==> src/rtl/dcache_pkg.sv <==
// Shared data-cache definitions: line geometry, way encodings and refill FSM states.
package dcache_pkg;
    localparam int WORD_W = 32;
    localparam int BEATS  = 4;
    localparam int LINE_W = WORD_W * BEATS;

    localparam logic [1:0] WAY1 = 2'b01;
    localparam logic [1:0] WAY2 = 2'b10;

    typedef enum logic [1:0] {IDLE, FILL, WRITE} refill_state_t;

    // Same priority as the hit read mux: way1 only on an exact 01, any bit 1 selects way2.
    function automatic logic [1:0] way_decode(input logic [1:0] way);
        logic [1:0] en;
        en = 2'b00;
        if (way == WAY1) en = WAY1;
        else if (way[1]) en = WAY2;
        return en;
    endfunction
endpackage

==> src/rtl/dcache_refill_writer_if.sv <==
// Refill writer bus: start/store capture, memory return beats, way write port.
interface dcache_refill_writer_if #(
    parameter int DATA_W = 32,
    parameter int BEATS  = 4
);
    logic                       refill_start;
    logic [1:0]                 refill_way;
    logic                       st_valid;
    logic [$clog2(BEATS)-1:0]   st_offset;
    logic [DATA_W-1:0]          st_wdata;
    logic [DATA_W/8-1:0]        st_wstrb;
    logic                       ret_valid;
    logic                       ret_last;
    logic [DATA_W-1:0]          ret_data;
    logic                       busy;
    logic [1:0]                 w_en;
    logic [DATA_W*BEATS-1:0]    w_data;
    logic                       w_done;

    modport master (
        output refill_start, refill_way, st_valid, st_offset, st_wdata, st_wstrb,
               ret_valid, ret_last, ret_data,
        input  busy, w_en, w_data, w_done
    );

    modport slave (
        input  refill_start, refill_way, st_valid, st_offset, st_wdata, st_wstrb,
               ret_valid, ret_last, ret_data,
        output busy, w_en, w_data, w_done
    );
endinterface

==> src/rtl/dcache_store_merge.sv <==
// Combinational byte-strobed store merge of one word into a cache line.
module dcache_store_merge #(
    parameter int WORD_W = 32,
    parameter int WORDS  = 4
) (
    input  logic [WORDS-1:0][WORD_W-1:0] line_i,
    input  logic [$clog2(WORDS)-1:0]     offset_i,
    input  logic [WORD_W-1:0]            wdata_i,
    input  logic [WORD_W/8-1:0]          wstrb_i,
    input  logic                         en_i,
    output logic [WORDS-1:0][WORD_W-1:0] line_o
);
    for (genvar w = 0; w < WORDS; w++) begin : g_word
        for (genvar b = 0; b < WORD_W/8; b++) begin : g_byte
            logic hit;
            assign hit = en_i && (offset_i == ($clog2(WORDS))'(w)) && wstrb_i[b];
            assign line_o[w][8*b +: 8] = hit ? wdata_i[8*b +: 8] : line_i[w][8*b +: 8];
        end
    end
endmodule

==> src/rtl/dcache_refill_writer.sv <==
// Collects a missed line's return beats, merges the pending store, and issues a
// single-cycle line write into the selected way.
module dcache_refill_writer #(
    parameter int DATA_W = 32,
    parameter int BEATS  = 4
) (
    input  logic                   clk,
    input  logic                   rst,
    dcache_refill_writer_if.slave  rf
);
    import dcache_pkg::refill_state_t;
    import dcache_pkg::IDLE;
    import dcache_pkg::FILL;
    import dcache_pkg::WRITE;
    import dcache_pkg::way_decode;

    localparam int CNT_W  = $clog2(BEATS);
    localparam int STRB_W = DATA_W / 8;

    typedef logic [BEATS-1:0][DATA_W-1:0] line_t;

    refill_state_t       state_q, state_d;
    logic [CNT_W-1:0]    cnt_q, cnt_d;
    line_t               line_q, line_d;
    logic [1:0]          way_q, way_d;
    logic                st_valid_q, st_valid_d;
    logic [CNT_W-1:0]    st_offset_q, st_offset_d;
    logic [DATA_W-1:0]   st_wdata_q, st_wdata_d;
    logic [STRB_W-1:0]   st_wstrb_q, st_wstrb_d;
    line_t               merged;
    logic                write_cyc;

    always_ff @(posedge clk or posedge rst) begin
        if (rst) begin
            state_q     <= IDLE;
            cnt_q       <= '0;
            line_q      <= '0;
            way_q       <= '0;
            st_valid_q  <= 1'b0;
            st_offset_q <= '0;
            st_wdata_q  <= '0;
            st_wstrb_q  <= '0;
        end else begin
            state_q     <= state_d;
            cnt_q       <= cnt_d;
            line_q      <= line_d;
            way_q       <= way_d;
            st_valid_q  <= st_valid_d;
            st_offset_q <= st_offset_d;
            st_wdata_q  <= st_wdata_d;
            st_wstrb_q  <= st_wstrb_d;
        end
    end

    always_comb begin
        state_d     = state_q;
        cnt_d       = cnt_q;
        line_d      = line_q;
        way_d       = way_q;
        st_valid_d  = st_valid_q;
        st_offset_d = st_offset_q;
        st_wdata_d  = st_wdata_q;
        st_wstrb_d  = st_wstrb_q;
        case (state_q)
            IDLE: begin
                if (rf.refill_start) begin
                    state_d     = FILL;
                    cnt_d       = '0;
                    line_d      = '0;
                    way_d       = way_decode(rf.refill_way);
                    st_valid_d  = rf.st_valid;
                    st_offset_d = rf.st_offset;
                    st_wdata_d  = rf.st_wdata;
                    st_wstrb_d  = rf.st_wstrb;
                end
            end
            FILL: begin
                if (rf.ret_valid) begin
                    line_d[cnt_q] = rf.ret_data;
                    cnt_d         = cnt_q + 1'b1;
                    // The last word always exits, so cnt never wraps while filling.
                    if (rf.ret_last || cnt_q == CNT_W'(BEATS-1)) state_d = WRITE;
                end
            end
            WRITE:   state_d = IDLE;
            default: state_d = IDLE;
        endcase
    end

    dcache_store_merge #(.WORD_W(DATA_W), .WORDS(BEATS)) u_merge (
        .line_i   (line_q),
        .offset_i (st_offset_q),
        .wdata_i  (st_wdata_q),
        .wstrb_i  (st_wstrb_q),
        .en_i     (st_valid_q),
        .line_o   (merged)
    );

    assign write_cyc = (state_q == WRITE);
    assign rf.busy   = (state_q != IDLE);
    assign rf.w_en   = write_cyc ? way_q : 2'b00;
    assign rf.w_done = write_cyc;
    assign rf.w_data = write_cyc ? merged : '0;
endmodule
==> src/flat_wrapper.sv <==
// flat-port wrapper written by rule: the top's interface ports become plain ports
module dcache_refill_writer_flat import dcache_pkg::refill_state_t; import dcache_pkg::IDLE; import dcache_pkg::FILL; import dcache_pkg::WRITE; import dcache_pkg::way_decode;
#(
    parameter int DATA_W = 32,
    parameter int BEATS  = 4
)
  (clk, rst, rf_refill_start, rf_refill_way, rf_st_valid, rf_st_offset, rf_st_wdata, rf_st_wstrb, rf_ret_valid, rf_ret_last, rf_ret_data, rf_busy, rf_w_en, rf_w_data, rf_w_done);
  dcache_refill_writer_if #(.DATA_W(DATA_W), .BEATS(BEATS)) rf_i ();
  input  logic clk;
  input  logic rst;
  input wire logic [$bits(rf_i.refill_start)-1:0] rf_refill_start;
  input wire logic [$bits(rf_i.refill_way)-1:0] rf_refill_way;
  input wire logic [$bits(rf_i.st_valid)-1:0] rf_st_valid;
  input wire logic [$bits(rf_i.st_offset)-1:0] rf_st_offset;
  input wire logic [$bits(rf_i.st_wdata)-1:0] rf_st_wdata;
  input wire logic [$bits(rf_i.st_wstrb)-1:0] rf_st_wstrb;
  input wire logic [$bits(rf_i.ret_valid)-1:0] rf_ret_valid;
  input wire logic [$bits(rf_i.ret_last)-1:0] rf_ret_last;
  input wire logic [$bits(rf_i.ret_data)-1:0] rf_ret_data;
  output wire logic [$bits(rf_i.busy)-1:0] rf_busy;
  output wire logic [$bits(rf_i.w_en)-1:0] rf_w_en;
  output wire logic [$bits(rf_i.w_data)-1:0] rf_w_data;
  output wire logic [$bits(rf_i.w_done)-1:0] rf_w_done;
  assign rf_i.refill_start = rf_refill_start;
  assign rf_i.refill_way = rf_refill_way;
  assign rf_i.st_valid = rf_st_valid;
  assign rf_i.st_offset = rf_st_offset;
  assign rf_i.st_wdata = rf_st_wdata;
  assign rf_i.st_wstrb = rf_st_wstrb;
  assign rf_i.ret_valid = rf_ret_valid;
  assign rf_i.ret_last = rf_ret_last;
  assign rf_i.ret_data = rf_ret_data;
  assign rf_busy = rf_i.busy;
  assign rf_w_en = rf_i.w_en;
  assign rf_w_data = rf_i.w_data;
  assign rf_w_done = rf_i.w_done;
  dcache_refill_writer #(.DATA_W(DATA_W), .BEATS(BEATS)) u_core (.clk(clk), .rst(rst), .rf(rf_i));
endmodule
==> config.mk <==
export PLATFORM = sky130hd
export DESIGN_NAME = dcache_refill_writer_flat
export DESIGN_NICKNAME = d
export VERILOG_FILES = /design/src/rtl/dcache_pkg.sv /design/src/rtl/dcache_refill_writer_if.sv /design/src/rtl/dcache_store_merge.sv /design/src/rtl/dcache_refill_writer.sv /design/src/flat_wrapper.sv
export SDC_FILE = /design/constraint.sdc
export NUM_CORES = 1
export LEC_CHECK = 0
export CORE_ASPECT_RATIO = 1.5
export CORE_MARGIN = 2
export CORE_UTILIZATION = 54
export DETAILED_ROUTE_END_ITERATION = 7
export HOLD_SLACK_MARGIN = 0.15
export PLACE_DENSITY = 0.86
export SETUP_SLACK_MARGIN = 0.05
export SYNTH_ARGS = -nofsm -noshare
export SYNTH_HDL_FRONTEND = slang
export SYNTH_SLANG_ARGS = --single-unit
==> constraint.sdc <==
create_clock -name clk -period 11.4 [get_ports clk]
set_clock_uncertainty 0.05 [all_clocks]
set_input_delay 1.71 -clock clk [delete_from_list [all_inputs] [get_ports clk]]
set_output_delay 1.71 -clock clk [all_outputs]
set_load 0.005 [all_outputs]
==> metrics.md, run 1 <==
| Metric | Value |
|---|---|
| Status | complete, no violations |
| I/O pin count | 210 |
| Critical-path cell list | nand2b_4 -> inv_2 -> nand2_1 -> o21ai_0 -> clkdlybuf4s50_1 |
| H-tree levels | 4 |
| Crit path kind | reg -> out |
| Crit-path max FO | 39 |
| Die X | 107 um |
| Initial antenna violation count | 1 |
| CTS tree | built |
| Multi-input gate area | around 0.0038 sq mm |
| Register share of total power | between 40% and 50% |
| Number of routed nets with antenna violations | 0 |
| Lkg Pwr | around 0.0045 uW |
| Slowest cell on crit path | dfrtp_1 |
| Combinational share of power | 30.6% |
| Wire per inst | 21.9 um |
| Post_cts resized | 0 |
| Synthesized flop and latch total | about 170 |
| Clk_lat worst skew | around 420 ps |
| Psw | 903 uW |
| Post-synth EDFFs | 0 |
| Setup crit start kind | register |
| DR iter-0 viols | between 600 and 700 |
| FMAX | 215 MHz |
| Pre-Repair DR Iteration Count | 6 |
| Fin. Hold Viols | 0 |
| Fin cells | ~1,200 |
| Top FF cell, synth | dfrtp_1 |
| Relative slew slack | around a third |
| RSZ-0062 raised after global routing | no |
| Synth Net Count | 921 |
| Slowest stage delay, CP | 590 ps |
| Slew @ Worst Pin | just over 1000 ps |
| Fin crit share | roughly two fifths |
| Rows | 56 |
| Hold-fix buffers, CTS | 0 |
| Filler cells | 1,155 |
| Clock sinks | roughly 170 |
| Layout cells sized above 1 | approximately a tenth |
| CTS clk-pin slew, worst paths | approximately 70 ps |
| Fin nets | approximately 1,100 |
| Final Slew Violations | 0 |
| Clk pwr share | roughly a quarter |
| Starting Density | between 50% and 60% |
| CP Data Arrival Time | ~2900 ps |
| Vias per cell | between 6 and 7 |
| Final GP Congestion | around 0.93 |
| Async SR Flop Fraction | 100% |
| WL final | roughly 26 mm |
| Worst EP required | a little under 10,000 ps |
| Largest net degree at the start of global routing | 99 |
| FF/Latch Area | 0.00433 sq mm |
| Vias in the first global route | 7,459 |
| Port buffer count | 209 |
| Area of the mapped netlist | roughly 0.0087 sq mm |
| Tot GR Track Use | a little under a third |
| Sequential share of the synthesized area | 49.9% |
| Dpl hpwl | around 17 mm |
| Die H | around 160 um |
| Max-Cap Viols | 0 |
| Setup TNS Final | 0 ps |
| Core ar. | about 0.016 sq mm |
| Overflow after GRT | 0 |
| # DRC | 0 |
| Final Util | between 70% and 80% |
| Crit path capture type | output pin |
| Cell Int Power | about 1500 uW |
| Net Sw Frac | approximately 37% |
| Routed vias | about 7,600 |
| Area share of the largest cell type after synthesis | 49.9% |
| Unique masters post-synth | 35 |
| Syn avg cell area | just over 10 sq um |
| Post-synth top cells | nand2_1, dfrtp_1, a22o_1 |
| Synth top area cells | dfrtp_1, a22o_1, nand2_1 |
| Total placed cells including tap cells | approximately 1,200 |
| Minimum clock period | 4660 ps |
| Top-count cell post-synth | nand2_1 |
| Worst Hold Class | reg -> reg |
| Postcts setup bufs | 0 |
| Cell Pwr Density | approximately 220 mW/mm^2 |
| Die ar. | 0.0171 sq mm |
| Area leader, netlist | dfrtp_1 |
| Ys Warns | 0 |
| Cts bufs inserted | 17 |
| First-pass GRT wire length | around 41 mm |
| Post-Syn Instances | 839 |
| Area grow syn2layout | 28.2% |
| Peak supply drop | roughly 0.00016 V |
| CTS root buffer | clkbuf_16 |
| Final-report setup violation count | 0 |
| Max Root-Sink Buffers | 2 |
[cells by family after synthesis]
family / Yosys count / synth area share [%]
AND/OR/NAND/NOR: 275 / 15.6
AO/OA/AOI/OAI: 239 / 19.5
flip-flops: 173 / 49.9
buffers and inverters: 84 / 6.48
multiplexers: 64 / 7.96
adder cells (fa/ha/maj): 4 / 0.577
[layer usage]
| layer | share of wire (%) | up-vias | GRT usage (%) | wire length (um) |
|---|---|---|---|---|
| met5 | 0 | - | 0 | 0 |
| met4 | 4.5 | 0 | 14.8 | 1190 |
| met3 | 7.6 | 87 | 5.03 | 2030 |
| met2 | 51 | 500 | 51.1 | 13400 |
| met1 | 37 | 3716 | 40.0 | 9850 |
| li1 | - | 3308 | - | - |
[critical path, delay by kind of cell, from the launching register on]
| kind | cells | cell delay [ps] |
|---|---|---|
| flops | 1 | 590 |
| buf+inv | 2 | 1090 |
| simple gates | 2 | 540 |
| compound gates | 1 | 240 |
[final timing paths]
path | from | endpoint | slack, ps | cells past startpoint
setup / recovery | u_core.state_q[1] | rf_w_data[95] | 6740 | 5
hold / removal | u_core.line_q[7] | u_core.line_q[7] | 450 | 1
setup reg to reg | u_core.cnt_q[0] | u_core.line_q[10] | 8910 | 6
hold reg to reg | u_core.line_q[7] | u_core.line_q[7] | 450 | 1
max in group asynchronous | rst | u_core.line_q[34] | 8030 | 3
min in group asynchronous | rst | u_core.line_q[11] | 1790 | 2
[cell usage in the layout, fill, tap and decap left out, drive strengths merged, types with 11 or more instances in the layout]
master / netlist / layout
mux2: 40 / 40
a21oi: 86 / 86
dfrtp: 173 / 173
nand2: 188 / 188
mux2i: 24 / 24
nand3: 18 / 18
inv: 5 / 11
clkbuf: 11 / 18
clkdlybuf4s50: 0 / 209
o21ai: 21 / 21
nor2: 29 / 29
a22o: 130 / 130
and4b: 13 / 13
[flip-flops by register name, indices dropped and copies added, names as in the netlist]
signal	cells
u_core.cnt_q	2
u_core.st_valid_q	1
u_core.line_q	128
u_core.st_wstrb_q	4
u_core.way_q	2
u_core.st_wdata_q	32
u_core.st_offset_q	2
u_core.state_q	2
[stage by stage]
stage	hold WS [ps]	worst slack [ps]	instance area [sq um]	total power (uW)
floorplan	415	4950	8670	1620
global placement	432	7260	10500	1800
detailed placement	431	7240	10500	1830
CTS	454	6760	11100	2410
global route	463	6570	11100	2540
finish	452	6740	11100	2420
[cell type report]
class	instances	share of cell area (%)
clock inverter	13	1.18
inverter	5	0.214
sequential	173	38.9
timing repair buffer	216	19.3
clock buffer	18	3.95
tap	203	2.28
multi-input combinational	582	34.1
antenna	1	0.0225
[power groups by stage]
| stage | registers, uW | clock network (uW) | logic, uW |
|---|---|---|---|
| finish | 1110 | 567 | 740 |
| global route | 1140 | 601 | 797 |
| CTS | 1100 | 571 | 737 |
| detailed placement | 1100 | 0 | 728 |
| global placement | 1100 | 0 | 705 |
| floorplan | 986 | 0 | 632 |
No activity file was read; power rests on OpenSTA's default activity.
==> inputs of run 2 (changes only) <==
- CORE_UTILIZATION: 54 -> 45
- PLACE_DENSITY: 0.86 -> 0.77
- clock period: 11.4 -> 4.2 ns (I/O delays scaled with it)
==> run 2 against run 1 <==
Register-to-register slack lost 7200 ps. Via count is 2.2% lower. Sequential power rose to 2.7 times the previous value. Utilization is 12 points lower. Critical endpoint is now rf_w_data[63]. Final area grew 0.86%. Clock-buffer cell count unchanged. Clock power rose to 2.8 times the previous value. Sequential share of layout area is 0.33 points lower.
==> metrics.md, run 2 (synthesis results as in run 1) <==
| Metric | Value |
|---|---|
| Core ar. | 0.0190 sq mm (was 0.0157 sq mm) |
| FF-to-FF path depth | 5 (was 6) |
| Dpl hpwl | 17.5 mm (was 17.0 mm) |
| Fin. Hold Viols | 0 (unchanged) |
| I/O pin count | 210 (unchanged) |
| Area grow syn2layout | 29.3% (was 28.2%) |
| Filler cells | 1,632 (was 1,155) |
| CTS root buffer | clkbuf_16 (unchanged) |
| Slew @ Worst Pin | 984 ps (was 1010 ps) |
| Die ar. | 0.0204 sq mm (was 0.0171 sq mm) |
| Fin crit share | roughly 87% |
| Biggest regs | u_core.line_q x128, u_core.st_wdata_q x32, u_core.st_wstrb_q x4 (unchanged) |
| Crit path to | rf_w_data[63] (was rf_w_data[95]) |
| Most frequent cells in the layout | clkdlybuf4s50_1, nand2_1, dfrtp_1, a22o_1, a21oi_1 (unchanged) |
| CP startpoint | u_core.state_q[1] (unchanged) |
| Reg with most FFs | u_core.line_q (unchanged) |
| Minimum clock period | roughly 3700 ps |
| First-pass GRT wire length | 41.2 mm (about the same) |
| # DRC | 0 (unchanged) |
| Wire per inst | 21.0 um (was 21.9 um) |
| Hold WS | 449 ps (was 452 ps) |
| Final Slew Violations | 0 (unchanged) |
| CTS tree | built (unchanged) |
| Final-report setup violation count | 0 (unchanged) |
| Clk_lat worst skew | 430 ps (was 420 ps) |
| Postcts setup bufs | 0 (unchanged) |
| Relative slew slack | 34.2% (was 32.6%) |
| Pre-Repair DR Iteration Count | 5 (was 6) |
| FMAX | around 270 MHz |
| Setup TNS Final | 0 ps (unchanged) |
| Worst Hold Class | reg -> reg (unchanged) |
| Cts bufs inserted | 17 (unchanged) |
| Tot GR Track Use | 25.9% (was 31.1%) |
| Port buffer count | 209 (unchanged) |
| Fin nets | 1,077 (unchanged) |
| CTS clk-pin slew, worst paths | 70 ps (about the same) |
| RSZ-0062 raised after global routing | no (unchanged) |
| FF/Latch Area | 0.00433 sq mm (unchanged) |
| Vias in the first global route | 7,401 (was 7,459) |
| DR iter-0 viols | 656 (was 625) |
| Starting Density | 45.6% (was 55.3%) |
| Max Root-Sink Buffers | 2 (unchanged) |
| R2r startpoint | u_core.cnt_q[0] (unchanged) |
| Final GP Congestion | 0.889 (was 0.928) |
| Most common cell after layout, fill and taps aside | clkdlybuf4s50_1 (unchanged) |
| Largest register FFs | 128 (unchanged) |
| Peak supply drop | 0.000419 V (was 0.000157 V) |
| Lkg Pwr | 0.00449 uW (was 0.00448 uW) |
| R2R Path End | u_core.line_q[3] (was u_core.line_q[10]) |
| Crit path kind | reg -> out (unchanged) |
| Largest net degree at the start of global routing | 174 (was 99) |
| H-tree levels | 4 (unchanged) |
| Layout cells sized above 1 | 10.4% (was 10.1%) |
| Worst EP required | 3520 ps (was 9640 ps) |
| Setup crit start kind | register (unchanged) |
| CP Data Arrival Time | 2990 ps (was 2900 ps) |
| Rows | 62 (was 56) |
| Overflow after GRT | 0 (unchanged) |
| Crit-path max FO | 49 (was 39) |
| Max-Cap Viols | 0 (unchanged) |
| Post_cts resized | 0 (unchanged) |
| Cell Pwr Density | 587 mW/mm^2 (was 218 mW/mm^2) |
| Initial antenna violation count | 1 (unchanged) |
| Vias per cell | 5.88 (was 6.28) |
| Status | complete, no violations (unchanged) |
| Number of routed nets with antenna violations | 0 (unchanged) |
| Clock sinks | 173 (unchanged) |
| WL final | 26.6 mm (was 26.5 mm) |
| Routed vias | 7,441 (was 7,611) |
| Die X | 117 um (was 107 um) |
| Hold-fix buffers, CTS | 0 (unchanged) |
| Crit path capture type | output pin (unchanged) |
| Multi-input gate area | 0.00380 sq mm (about the same) |
| Flop-to-flop setup slack | 1680 ps (was 8910 ps) |
| Die H | 174 um (was 159 um) |
[run 2: cell type report]
cell class | count | area share, %
flip-flops and latches | 173 | 38.6
multi-input cells | 582 | 33.9
clock inverters | 14 | 1.38
repair buffers | 216 | 19.2
diodes | 1 | 0.0223
inverters | 5 | 0.201
well taps | 256 | 2.86
clock buffers | 18 | 3.83
[run 2: through the flow]
step           setup WS, ps  std cells  util (%)  cell area (sq um)  power [uW]
3_3_place_gp           1070       1232      55.9              10600        4920
2_1_floorplan          1310        839         -               8680        4390
3_5_place_dp           1050       1232      55.9              10600        4980
6_report                533       1265      59.0              11200        6580
5_1_grt                 296       1265      59.0              11200        6920
4_1_cts                 545       1264      59.0              11200        6580
[run 2: worst min path at each step]
stage               depth (start not counted)              start           endpoint  slack, ps
global route                                1   u_core.line_q[4]   u_core.line_q[4]        460
CTS                                         1  u_core.line_q[82]  u_core.line_q[82]        450
floorplan                                   1  u_core.line_q[20]  u_core.line_q[20]        420
detailed placement                          1  u_core.line_q[43]  u_core.line_q[43]        430
finish                                      1  u_core.line_q[65]  u_core.line_q[65]        450
global placement                            1  u_core.line_q[13]  u_core.line_q[13]        430
[run 2: routing by layer]
| metal | wire, um | part of all wire, % | global-route usage [%] | up-vias |
|---|---|---|---|---|
| met1 | 10600 | 40 | 31.6 | 3717 |
| li1 | - | - | - | 3313 |
| met4 | 1070 | 4.0 | 12.5 | 0 |
| met5 | 0 | 0 | 0 | - |
| met2 | 13700 | 51 | 44.6 | 337 |
| met3 | 1310 | 4.9 | 4.27 | 74 |
[run 2: power breakdown]
group | leakage, uW | internal (uW) | total (uW) | switching (uW)
logic | 0.00195 | 965 | 2000 | 1030
clock network | 0.000283 | 888 | 1590 | 698
registers | 0.00226 | 2310 | 2990 | 685
[run 2: critical path, cell delays in order, from the launching register on]
cell and delay [ps]:
dfrtp_1 570, nand2b_4 370, inv_2 550, nand2_1 190
o21ai_0 280, clkdlybuf4s50_1 570
==> inputs of run 3 (changes only) <==
- CAP_MARGIN: not set -> 20
==> results of run 3 <==
Same layout as run 2: the final DEF is identical, and so are final timing and power.
